==> config.mk <==
export PLATFORM = sky130hd
export DESIGN_NAME = mem_access_ctrl
export DESIGN_NICKNAME = d
export VERILOG_FILES = /design/src/rtl/mem_access_ctrl.sv
export SDC_FILE = /design/constraint.sdc
export NUM_CORES = 1
export LEC_CHECK = 0
export CORE_UTILIZATION = 46
export DETAILED_ROUTE_END_ITERATION = 10
export PLACE_DENSITY = 0.85
export SYNTH_ARGS = -nofsm -noshare
export SYNTH_HDL_FRONTEND = slang
export SYNTH_SLANG_ARGS = --single-unit
==> constraint.sdc <==
create_clock -name clk -period 5.7 [get_ports clk]
set_input_delay 0.57 -clock clk [delete_from_list [all_inputs] [get_ports clk]]
set_output_delay 0.57 -clock clk [all_outputs]
set_load 0.01 [all_outputs]
==> src/rtl/mem_access_ctrl.sv <==
`default_nettype none
// ============================================================================
//  Module      : mem_access_ctrl
//  Description : Initiator side of the main-memory port. Accepts one load or
//                store at a time from the pipeline MEM stage and drives
//                mem_main. Adds byte loads (sign/zero extended) and byte
//                stores, done as a read-modify-write of the 16-bit word.
//                busy stalls the pipeline while an access is in flight.
//  Revision    : 1.0  initial release
// ============================================================================
module mem_access_ctrl #(
    parameter int ADDR_W = 16,
    parameter int DATA_W = 16
) (
    input  logic              clk,
    input  logic              rst,
    input  logic              halt_sys,
    input  logic              req_valid,
    output logic              req_ready,
    input  logic              req_we,
    input  logic              req_byte,
    input  logic              req_hi,
    input  logic              req_signed,
    input  logic [ADDR_W-1:0] req_addr,
    input  logic [DATA_W-1:0] req_wdata,
    output logic              resp_valid,
    output logic [DATA_W-1:0] resp_data,
    output logic              busy,
    output logic              mem_write_en,
    output logic [ADDR_W-1:0] mem_address,
    output logic [DATA_W-1:0] mem_write_data,
    input  logic [DATA_W-1:0] mem_data_in
);

    typedef enum logic [1:0] {
        S_IDLE     = 2'd0,
        S_ACCESS   = 2'd1,
        S_MERGE_WR = 2'd2,
        S_RESP     = 2'd3
    } state_t;

    state_t              r_state;
    state_t              w_state_nxt;

    // Request attributes captured at accept; req_* may change afterwards.
    logic                r_we;
    logic                r_byte;
    logic                r_hi;
    logic                r_signed;
    logic [ADDR_W-1:0]   r_mem_addr;
    logic [DATA_W-1:0]   r_mem_wdata;
    logic [DATA_W-1:0]   r_resp_data;

    logic                w_accept;
    logic                w_mem_we;
    logic                w_resp_valid;
    logic                w_busy;
    logic [7:0]          w_lane;
    logic [DATA_W-1:0]   w_load_data;
    logic [DATA_W-1:0]   w_merged;

    assign req_ready = (r_state == S_IDLE) && !halt_sys && rst;
    assign w_accept  = req_valid && req_ready;

    // State register; reset aborts any access in flight.
    always_ff @(posedge clk or negedge rst) begin
        if (!rst) begin
            r_state <= S_IDLE;
        end else begin
            r_state <= w_state_nxt;
        end
    end

    // Next-state and control outputs; halt freezes the FSM and blocks writes.
    always_comb begin
        w_state_nxt  = r_state;
        w_mem_we     = 1'b0;
        w_resp_valid = 1'b0;
        w_busy       = 1'b1;
        case (r_state)
            S_IDLE: begin
                w_busy = 1'b0;
                if (w_accept) begin
                    w_state_nxt = S_ACCESS;
                end
            end
            S_ACCESS: begin
                if (r_we && r_byte) begin
                    w_state_nxt = S_MERGE_WR;
                end else begin
                    w_state_nxt = S_RESP;
                    w_mem_we    = r_we;
                end
            end
            S_MERGE_WR: begin
                w_state_nxt = S_RESP;
                w_mem_we    = 1'b1;
            end
            S_RESP: begin
                w_state_nxt  = S_IDLE;
                w_resp_valid = 1'b1;
            end
            default: begin
                w_state_nxt = S_IDLE;
            end
        endcase
        if (halt_sys) begin
            w_state_nxt = r_state;
            w_mem_we    = 1'b0;
        end
        if (!rst) begin
            w_mem_we = 1'b0;
        end
    end

    // Byte-load formatting and byte-store lane merge from the word just read.
    always_comb begin
        w_lane      = r_hi ? mem_data_in[15:8] : mem_data_in[7:0];
        w_load_data = mem_data_in;
        if (r_byte) begin
            w_load_data = {{(DATA_W-8){r_signed & w_lane[7]}}, w_lane};
        end
        w_merged = mem_data_in;
        if (r_hi) begin
            w_merged[15:8] = r_mem_wdata[7:0];
        end else begin
            w_merged[7:0]  = r_mem_wdata[7:0];
        end
    end

    // Datapath: capture request, then load result or merged store word.
    always_ff @(posedge clk or negedge rst) begin
        if (!rst) begin
            r_we        <= 1'b0;
            r_byte      <= 1'b0;
            r_hi        <= 1'b0;
            r_signed    <= 1'b0;
            r_mem_addr  <= '0;
            r_mem_wdata <= '0;
            r_resp_data <= '0;
        end else if (!halt_sys) begin
            case (r_state)
                S_IDLE: begin
                    if (w_accept) begin
                        r_we        <= req_we;
                        r_byte      <= req_byte;
                        r_hi        <= req_hi;
                        r_signed    <= req_signed;
                        r_mem_addr  <= req_addr;
                        r_mem_wdata <= req_wdata;
                    end
                end
                S_ACCESS: begin
                    if (!r_we) begin
                        r_resp_data <= w_load_data;
                    end else begin
                        r_resp_data <= '0;
                        if (r_byte) begin
                            r_mem_wdata <= w_merged;
                        end
                    end
                end
                default: begin
                end
            endcase
        end
    end

    assign resp_valid     = w_resp_valid;
    assign resp_data      = r_resp_data;
    assign busy           = w_busy;
    assign mem_write_en   = w_mem_we;
    assign mem_address    = r_mem_addr;
    assign mem_write_data = r_mem_wdata;

endmodule
`default_nettype wire

==> results of run 1 <==
area by class of cell:
type | count | share of cell area (%)
Clock buffer | 6 | 2.196
Inverter | 4 | 0.3992
Multi-Input combinational cell | 143 | 30.61
Sequential cell | 54 | 35.93
Tap cell | 70 | 2.329
Timing Repair Buffer | 108 | 28.54
per-stage QoR:
| step | power [W] | cell area, um^2 | utilization [%] |
|---|---|---|---|
| after floorplan | 0.001215 | 2575 | - |
| after global placement | 0.001666 | 3679 | 70.23 |
| after detailed placement | 0.001706 | 3679 | 70.23 |
| after CTS | 0.001917 | 3761 | 71.81 |
| after global routing | 0.002027 | 3761 | 71.81 |
| final | 0.001901 | 3761 | 71.81 |
per-layer routing:
layer	track usage (%)	vias up	routed length, um
met4	10.19	0	178
met2	40.45	55	3332
met5	0	-	0
li1	-	958	-
met3	3.095	16	198
met1	29.74	959	2669
power groups by stage:
| stage | Clock [W] | Combinational (W) | Sequential [W] |
|---|---|---|---|
| after floorplan | 0 | 0.000457 | 0.000758 |
| after global placement | 0 | 0.000953 | 0.000713 |
| after CTS | 0.000212 | 0.000988 | 0.000717 |
| final | 0.000208 | 0.000977 | 0.000716 |
| after detailed placement | 0 | 0.000982 | 0.000724 |
| after global routing | 0.000225 | 0.00106 | 0.000746 |
registers in the layout, summed over array words and instances (netlist names):
signal,cells
resp_data,16
r_byte,1
mem_write_data,16
r_hi,1
r_state,2
r_signed,1
mem_address,16
r_we,1
layout by cell type, fill, tap and decap left out, drive strengths merged, types with 2 or more instances in the layout:
master,n
a21boi,2
a21oi,9
buf,2
clkbuf,6
clkdlybuf4s50,106
dfrtp,54
ha,5
inv,4
mux2,45
mux2i,16
nand2,17
nor2,19
nor4,3
o21ai,17
how the worst min path moves through the flow:
| stage | endpoint | depth (start not counted) | from | slack (ps) |
|---|---|---|---|---|
| 5_1_grt | mem_address[5]$_DFFE_PN0P_ | 1 | rst | 300 |
| 3_3_place_gp | resp_data[7]$_DFFE_PN0P_ | 2 | resp_data[7]$_DFFE_PN0P_ | 460 |
| 4_1_cts | mem_address[5]$_DFFE_PN0P_ | 1 | rst | 270 |
| 3_5_place_dp | resp_data[14]$_DFFE_PN0P_ | 2 | resp_data[14]$_DFFE_PN0P_ | 480 |
| 6_report | mem_address[14]$_DFFE_PN0P_ | 1 | rst | 260 |
| 2_1_floorplan | mem_address[0]$_DFFE_PN0P_ | 0 | rst | 270 |
cell families after synthesis:
logic type / share of synthesized area [%]
AOI/OAI and AO/OA: 6.949
buffers and inverters: 2.818
adders and majority gates: 2.430
DFF: 52.48
muxes: 25.90
and+or+nand+nor: 9.427
==> flow_results.xml, run 1 <==
<?xml version="1.0" encoding="UTF-8"?>
<metrics>
  <group name="timing">
    <metric name="tns" unit="ps">0</metric>
    <metric name="hold_viol" unit="">0</metric>
    <metric name="final.min_clock_period" unit="ps">3473</metric>
    <metric name="maximum_achievable_frequency" unit="MHz">287.9</metric>
    <metric name="worst_slew_pin_slew" unit="ps">1020</metric>
    <metric name="rsz0062_at_grt" unit="">false</metric>
    <metric name="period_share" unit="%">60.93</metric>
    <metric name="maxSlewViolCount" unit="">0</metric>
    <metric name="slew-limit-headroom" unit="%">31.64</metric>
    <metric name="clock_skew" unit="ps">6.552</metric>
    <metric name="worst_slack" unit="ps">2227</metric>
    <metric name="final.hold.worst_slack" unit="ps">256.9</metric>
    <metric name="finalSetupViolCount" unit="">0</metric>
  </group>
  <group name="cts">
    <metric name="cts_post_setup_buffers_inserted" unit="">0</metric>
    <metric name="clkLatencyLatePin" unit="ps">300</metric>
    <metric name="clock_tree_from_tritoncts" unit="">yes</metric>
    <metric name="cts.sinks" unit="">54</metric>
    <metric name="ctsHoldBuffers" unit="">0</metric>
    <metric name="cts_resized" unit="">0</metric>
    <metric name="cts-htree-levels" unit="">2</metric>
    <metric name="cts-root-buf" unit="">clkbuf_8</metric>
    <metric name="cts.clk_slew.worst_paths" unit="ps">90</metric>
    <metric name="cts-root-to-sink-buffers" unit="">2</metric>
    <metric name="numCtsBuffers" unit="">5</metric>
  </group>
  <group name="detailed_routing">
    <metric name="avgViaCountPerCell" unit="">5.164</metric>
    <metric name="postRouteWirelength" unit="mm">6.378</metric>
    <metric name="starting_drt_drc_count" unit="">147</metric>
    <metric name="detailedRoute.firstPassIterationCount" unit="">4</metric>
    <metric name="routed_wire_length_per_instance" unit="um">16.57</metric>
    <metric name="final_antenna_net_count" unit="">0</metric>
    <metric name="dr_total_vias" unit="">1988</metric>
    <metric name="drc_errors" unit="">0</metric>
  </group>
  <group name="floorplanning">
    <metric name="floorplan.io_pins" unit="">108</metric>
    <metric name="die_height" unit="um">76.82</metric>
    <metric name="initial_core_util" unit="%">49.16</metric>
    <metric name="die_w" unit="um">76.82</metric>
    <metric name="std_cell_rows" unit="">26</metric>
    <metric name="core-area" unit="um^2">5238</metric>
    <metric name="fp.dieArea" unit="um^2">5901</metric>
  </group>
  <group name="logic_synthesis">
    <metric name="synth_edf_count" unit="">0</metric>
    <metric name="syn_area_per_cell" unit="um^2">12.15</metric>
    <metric name="netlist.top_cell.by_area" unit="">dfrtp_1</metric>
    <metric name="synth_top_area_share" unit="%">52.48</metric>
    <metric name="ys_seq_elements" unit="">54</metric>
    <metric name="most_instantiated_flip_flop_cell_in_the_synthesis_netlist" unit="">dfrtp_1</metric>
    <metric name="postSynth.asyncResetShare" unit="%">100.0</metric>
    <metric name="synthDistinctLibCells" unit="">29</metric>
    <metric name="synthesis.nets" unit="">273</metric>
    <metric name="syn_area" unit="um^2">2575</metric>
    <metric name="ys_seq_area_share" unit="%">52.48</metric>
    <metric name="yosys-top-cells-count" unit="">54 x dfrtp_1, 45 x mux2_2, 19 x nor2_1</metric>
    <metric name="post-synth-top-count-cell" unit="">dfrtp_1</metric>
    <metric name="instance_count_of_the_mapped_netlist" unit="">212</metric>
    <metric name="ys.warnings.count" unit="">0</metric>
    <metric name="netlist_top_cells_area" unit="">dfrtp_1 52%, mux2_2 20%, mux2i_1 6.2%</metric>
  </group>
  <group name="critical_path">
    <metric name="startpoint_kind_of_the_worst_setup_timing_path" unit="">flip-flop</metric>
    <metric name="crit_type" unit="">flip-flop to output pin</metric>
    <metric name="timing.critical_path.cells" unit="">inv_1, ha_1, a31oi_1, nor4bb_1, clkdlybuf4s50_1</metric>
    <metric name="cp.arrival" unit="ps">2900</metric>
    <metric name="worst_r2r_path_depth" unit="">5</metric>
    <metric name="timing.critical_path.slowest_stage_cell" unit="">ha_1</metric>
    <metric name="rrSetupSlack" unit="ps">2970</metric>
    <metric name="critPathMaxFanout" unit="">30</metric>
    <metric name="timing.critical_path.to" unit="">mem_write_en</metric>
    <metric name="cpLargestDelayFamily" unit="">adder cells</metric>
    <metric name="critPathLaunch" unit="">r_state[1]$_DFFE_PN0P_</metric>
    <metric name="crit_cells" unit="">5</metric>
    <metric name="worstReg2RegEnd" unit="">mem_write_data[2]$_DFFE_PN0P_</metric>
    <metric name="slowest_delay" unit="ps">840</metric>
    <metric name="path_buf_inv" unit="">2</metric>
    <metric name="regToRegStartpoint" unit="">r_state[1]$_DFFE_PN0P_</metric>
    <metric name="critical_path_required" unit="ps">5130</metric>
    <metric name="critical_path.endpoint_type" unit="">output pin</metric>
  </group>
  <group name="place">
    <metric name="place_hpwl" unit="mm">4.976</metric>
    <metric name="gpl.final_weighted_congestion" unit="">0.8626</metric>
    <metric name="buffers_added_on_ports" unit="">107</metric>
    <metric name="dp_slack" unit="ps">2605</metric>
    <metric name="numPlacedInstances" unit="">379</metric>
  </group>
  <group name="finish">
    <metric name="fraction_of_layout_cells_with_a_size_suffix_above_1" unit="%">17.78</metric>
    <metric name="antenna_cells" unit="">0</metric>
    <metric name="design.final.nets" unit="">377</metric>
    <metric name="regArea" unit="um^2">1351</metric>
    <metric name="multi_input_comb_area" unit="um^2">1151</metric>
    <metric name="instances_no_fill" unit="">385</metric>
    <metric name="layout.filler_cells" unit="">401</metric>
    <metric name="layout-area-overhead-vs-synth" unit="%">46.06</metric>
  </group>
  <group name="power">
    <metric name="peakVddDrop" unit="mV">0.2705</metric>
    <metric name="share_comb_of_total_power" unit="%">51.4</metric>
    <metric name="power.density_cell_area" unit="nW/um^2">505.4</metric>
    <metric name="p_sw" unit="W">0.0006563</metric>
    <metric name="p_clk_share" unit="%">10.9</metric>
    <metric name="power_switching_share" unit="%">34.52</metric>
    <metric name="seq_power_share" unit="%">37.7</metric>
    <metric name="total_leakage_power" unit="nW">1.620</metric>
    <metric name="power.internal" unit="W">0.001245</metric>
  </group>
  <group name="global_routing">
    <metric name="global_route_wire_length_before_repair" unit="mm">10.65</metric>
    <metric name="grt_start_max_net_pins" unit="">33</metric>
    <metric name="grt.overflow.total" unit="">0</metric>
    <metric name="grt_use_total" unit="%">23.59</metric>
    <metric name="grt_antenna_before_repair" unit="">0</metric>
    <metric name="grt_pass1_vias" unit="">2090</metric>
  </group>
  <group name="job">
    <metric name="maxCapViolCount" unit="">0</metric>
  </group>
  <group name="worst_hold_path">
    <metric name="hold_path_class" unit="">primary input to async pin</metric>
  </group>
  <group name="run_status">
    <metric name="run_status" unit="">complete, no violations</metric>
  </group>
</metrics>
(Power assumes the default switching activity.)
==> inputs of run 2 (changes only) <==
--- a/config.mk
+++ b/config.mk
@@ -5,9 +5,9 @@
 export SDC_FILE = /design/constraint.sdc
 export NUM_CORES = 1
 export LEC_CHECK = 0
-export CORE_UTILIZATION = 46
+export CORE_UTILIZATION = 43
 export DETAILED_ROUTE_END_ITERATION = 10
-export PLACE_DENSITY = 0.85
+export PLACE_DENSITY = 0.81
 export SYNTH_ARGS = -nofsm -noshare
 export SYNTH_HDL_FRONTEND = slang
 export SYNTH_SLANG_ARGS = --single-unit
==> constraint.sdc (replaced) <==
create_clock -name clk -period 3.5 [get_ports clk]
set_input_delay 0.35 -clock clk [delete_from_list [all_inputs] [get_ports clk]]
set_output_delay 0.35 -clock clk [all_outputs]
set_load 0.01 [all_outputs]
==> run 2 against run 1 <==
Critical path depth stayed put. Largest cell class unchanged. Clock power increased by 95%. Count of clock-buffer cells in the layout grew 1. Critical path type unchanged.
==> flow_results.xml, run 2 (synthesized netlist as in run 1, its figures left out) <==
<?xml version="1.0" encoding="UTF-8"?>
<metrics>
  <group name="floorplanning">
    <metric name="fp.dieArea" unit="um^2">6302</metric>
    <metric name="die_height" unit="um">79.39</metric>
    <metric name="core-area" unit="um^2">5642</metric>
    <metric name="die_w" unit="um">79.39</metric>
    <metric name="std_cell_rows" unit="">27</metric>
    <metric name="initial_core_util" unit="%">45.64</metric>
    <metric name="floorplan.io_pins" unit="">108</metric>
  </group>
  <group name="cts">
    <metric name="clkLatencyLatePin" unit="ps">300</metric>
    <metric name="clock_tree_from_tritoncts" unit="">yes</metric>
    <metric name="cts.clk_slew.worst_paths" unit="ps">90</metric>
    <metric name="cts-root-to-sink-buffers" unit="">2</metric>
    <metric name="cts_resized" unit="">0</metric>
    <metric name="cts-root-buf" unit="">clkbuf_8</metric>
    <metric name="cts-htree-levels" unit="">2</metric>
    <metric name="cts.sinks" unit="">54</metric>
    <metric name="cts_post_setup_buffers_inserted" unit="">0</metric>
    <metric name="numCtsBuffers" unit="">5</metric>
  </group>
  <group name="detailed_routing">
    <metric name="detailedRoute.firstPassIterationCount" unit="">4</metric>
    <metric name="routed_wire_length_per_instance" unit="um">15.78</metric>
    <metric name="drc_errors" unit="">0</metric>
    <metric name="postRouteWirelength" unit="mm">6.184</metric>
    <metric name="final_antenna_net_count" unit="">0</metric>
    <metric name="avgViaCountPerCell" unit="">5.115</metric>
    <metric name="starting_drt_drc_count" unit="">85</metric>
    <metric name="dr_total_vias" unit="">2005</metric>
  </group>
  <group name="timing">
    <metric name="finalSetupViolCount" unit="">0</metric>
    <metric name="tns" unit="ps">0</metric>
    <metric name="worst_slew_pin_slew" unit="ps">678.0</metric>
    <metric name="final.min_clock_period" unit="ps">2662</metric>
    <metric name="worst_slack" unit="ps">837.8</metric>
    <metric name="slew-limit-headroom" unit="%">54.70</metric>
    <metric name="clock_skew" unit="ps">4.123</metric>
    <metric name="rsz0062_at_grt" unit="">false</metric>
    <metric name="maximum_achievable_frequency" unit="MHz">375.6</metric>
    <metric name="hold_viol" unit="">0</metric>
    <metric name="period_share" unit="%">76.06</metric>
    <metric name="maxSlewViolCount" unit="">0</metric>
  </group>
  <group name="global_routing">
    <metric name="grt_start_max_net_pins" unit="">48</metric>
    <metric name="global_route_wire_length_before_repair" unit="mm">10.07</metric>
    <metric name="grt_antenna_before_repair" unit="">0</metric>
    <metric name="grt_use_total" unit="%">20.95</metric>
    <metric name="grt.overflow.total" unit="">0</metric>
    <metric name="grt_pass1_vias" unit="">2066</metric>
  </group>
  <group name="place">
    <metric name="dp_slack" unit="ps">1032</metric>
    <metric name="dpl_cell_area" unit="um^2">3696</metric>
    <metric name="buffers_added_on_ports" unit="">107</metric>
    <metric name="place_hpwl" unit="mm">4.875</metric>
    <metric name="gpl.final_weighted_congestion" unit="">0.7715</metric>
  </group>
  <group name="critical_path">
    <metric name="crit_type" unit="">flip-flop to output pin</metric>
    <metric name="timing.critical_path.slowest_stage_cell" unit="">clkdlybuf4s50_1</metric>
    <metric name="critical_path_required" unit="ps">3150</metric>
    <metric name="path_buf_inv" unit="">2</metric>
    <metric name="cp.arrival" unit="ps">2310</metric>
    <metric name="critical_path.endpoint_type" unit="">output pin</metric>
    <metric name="cpLargestDelayFamily" unit="">buffers and inverters</metric>
    <metric name="timing.critical_path.cells" unit="">inv_1, ha_1, a31oi_1, nor4bb_1, clkdlybuf4s50_1</metric>
    <metric name="slowest_delay" unit="ps">580</metric>
    <metric name="startpoint_kind_of_the_worst_setup_timing_path" unit="">flip-flop</metric>
    <metric name="critPathMaxFanout" unit="">11</metric>
  </group>
  <group name="finish">
    <metric name="fraction_of_layout_cells_with_a_size_suffix_above_1" unit="%">18.13</metric>
    <metric name="final_util" unit="%">67.58</metric>
    <metric name="leading_cell_type_in_the_layout_fill_and_taps_excluded" unit="">clkdlybuf4s50_1</metric>
    <metric name="design.final.nets" unit="">380</metric>
    <metric name="layout-area-overhead-vs-synth" unit="%">48.06</metric>
    <metric name="finalInstanceArea" unit="um^2">3812</metric>
    <metric name="most-common-layout-cells" unit="">106 x clkdlybuf4s50_1, 54 x dfrtp_1, 45 x mux2_2, 19 x nor2_1, 17 x nand2_1</metric>
    <metric name="antenna_cells" unit="">0</metric>
  </group>
  <group name="power">
    <metric name="power.density_cell_area" unit="nW/um^2">831.0</metric>
    <metric name="report.power.total" unit="W">0.003168</metric>
    <metric name="total_leakage_power" unit="nW">1.642</metric>
    <metric name="peakVddDrop" unit="mV">0.4734</metric>
  </group>
  <group name="run_status">
    <metric name="run_status" unit="">complete, no violations</metric>
  </group>
  <group name="worst_hold_path">
    <metric name="hold_path_class" unit="">primary input to async pin</metric>
  </group>
  <group name="job">
    <metric name="maxCapViolCount" unit="">0</metric>
  </group>
</metrics>
run 2: changes by cell type in the layout (fill, tap and decap cells not counted):
cell           previous run  this run
dlygate4sd3_1             0         1
bufinv_16                 0         1
clkbuf_1                  0         2
buf_4                     1         3
clkbuf_8                  6         5
run 2: cell type report:
type / instances / area [um^2]
tap: 72 / 90.09
clock inverter: 1 / 30.03
inverter: 4 / 15.01
fill: 450 / 1829
sequential: 54 / 1351
multi-input combinational: 143 / 1151
timing repair buffer: 111 / 1099
clock buffer: 7 / 76.32
run 2: worst register-to-register path: cells and delay by family, from the launching register on:
kind	cells	cell delay, ps
simple gates	1	530
mux	2	550
fa+ha+maj	1	430
flops	1	440
buf+inv	2	450
run 2: through the flow:
step                instances  hold slack (ps)
floorplan                 212            54.41
global placement          383            219.7
detailed placement        383            225.0
CTS                       392            433.1
global route              392            457.4
finish                    392            441.4
run 2: path summary, 6_finish.rpt:
check                                         startpoint  cells after the start  slack [ps]                             end
worst min-delay path                                 rst                      2         440            r_signed$_DFFE_PN0P_
worst min register to register  resp_data[4]$_DFFE_PN0P_                      2         480        resp_data[4]$_DFFE_PN0P_
worst max register to register    r_state[1]$_DFFE_PN0P_                      6        1000   mem_write_data[0]$_DFFE_PN0P_
min in group clk                resp_data[4]$_DFFE_PN0P_                      2         480        resp_data[4]$_DFFE_PN0P_
worst max-delay path              r_state[1]$_DFFE_PN0P_                      5         840                    mem_write_en
max in group asynchronous                            rst                      3        2210  mem_write_data[10]$_DFFE_PN0P_
run 2: repair_timing:
item / CTS / global route
hold endpoints to repair: 7 / 0
setup endpoints to repair: 0 / 0
hold buffers: 1 / 0
run 2: layer usage:
metal	vias up	global-route usage [%]	wire length, um
li1	960	-	-
met1	974	25.54	2544
met2	66	37.24	3223
met3	5	4.343	344
met4	0	6.000	71
met5	-	0	0
run 2: power breakdown:
group          switching (W)  leakage (nW)  internal, W  total (W)
Sequential          0.000235         0.658     0.000926    0.00116
Clock               0.000191        0.0524     0.000214   0.000405
Combinational       0.000649         0.932     0.000953    0.00160
Total                0.00107          1.64      0.00209    0.00317
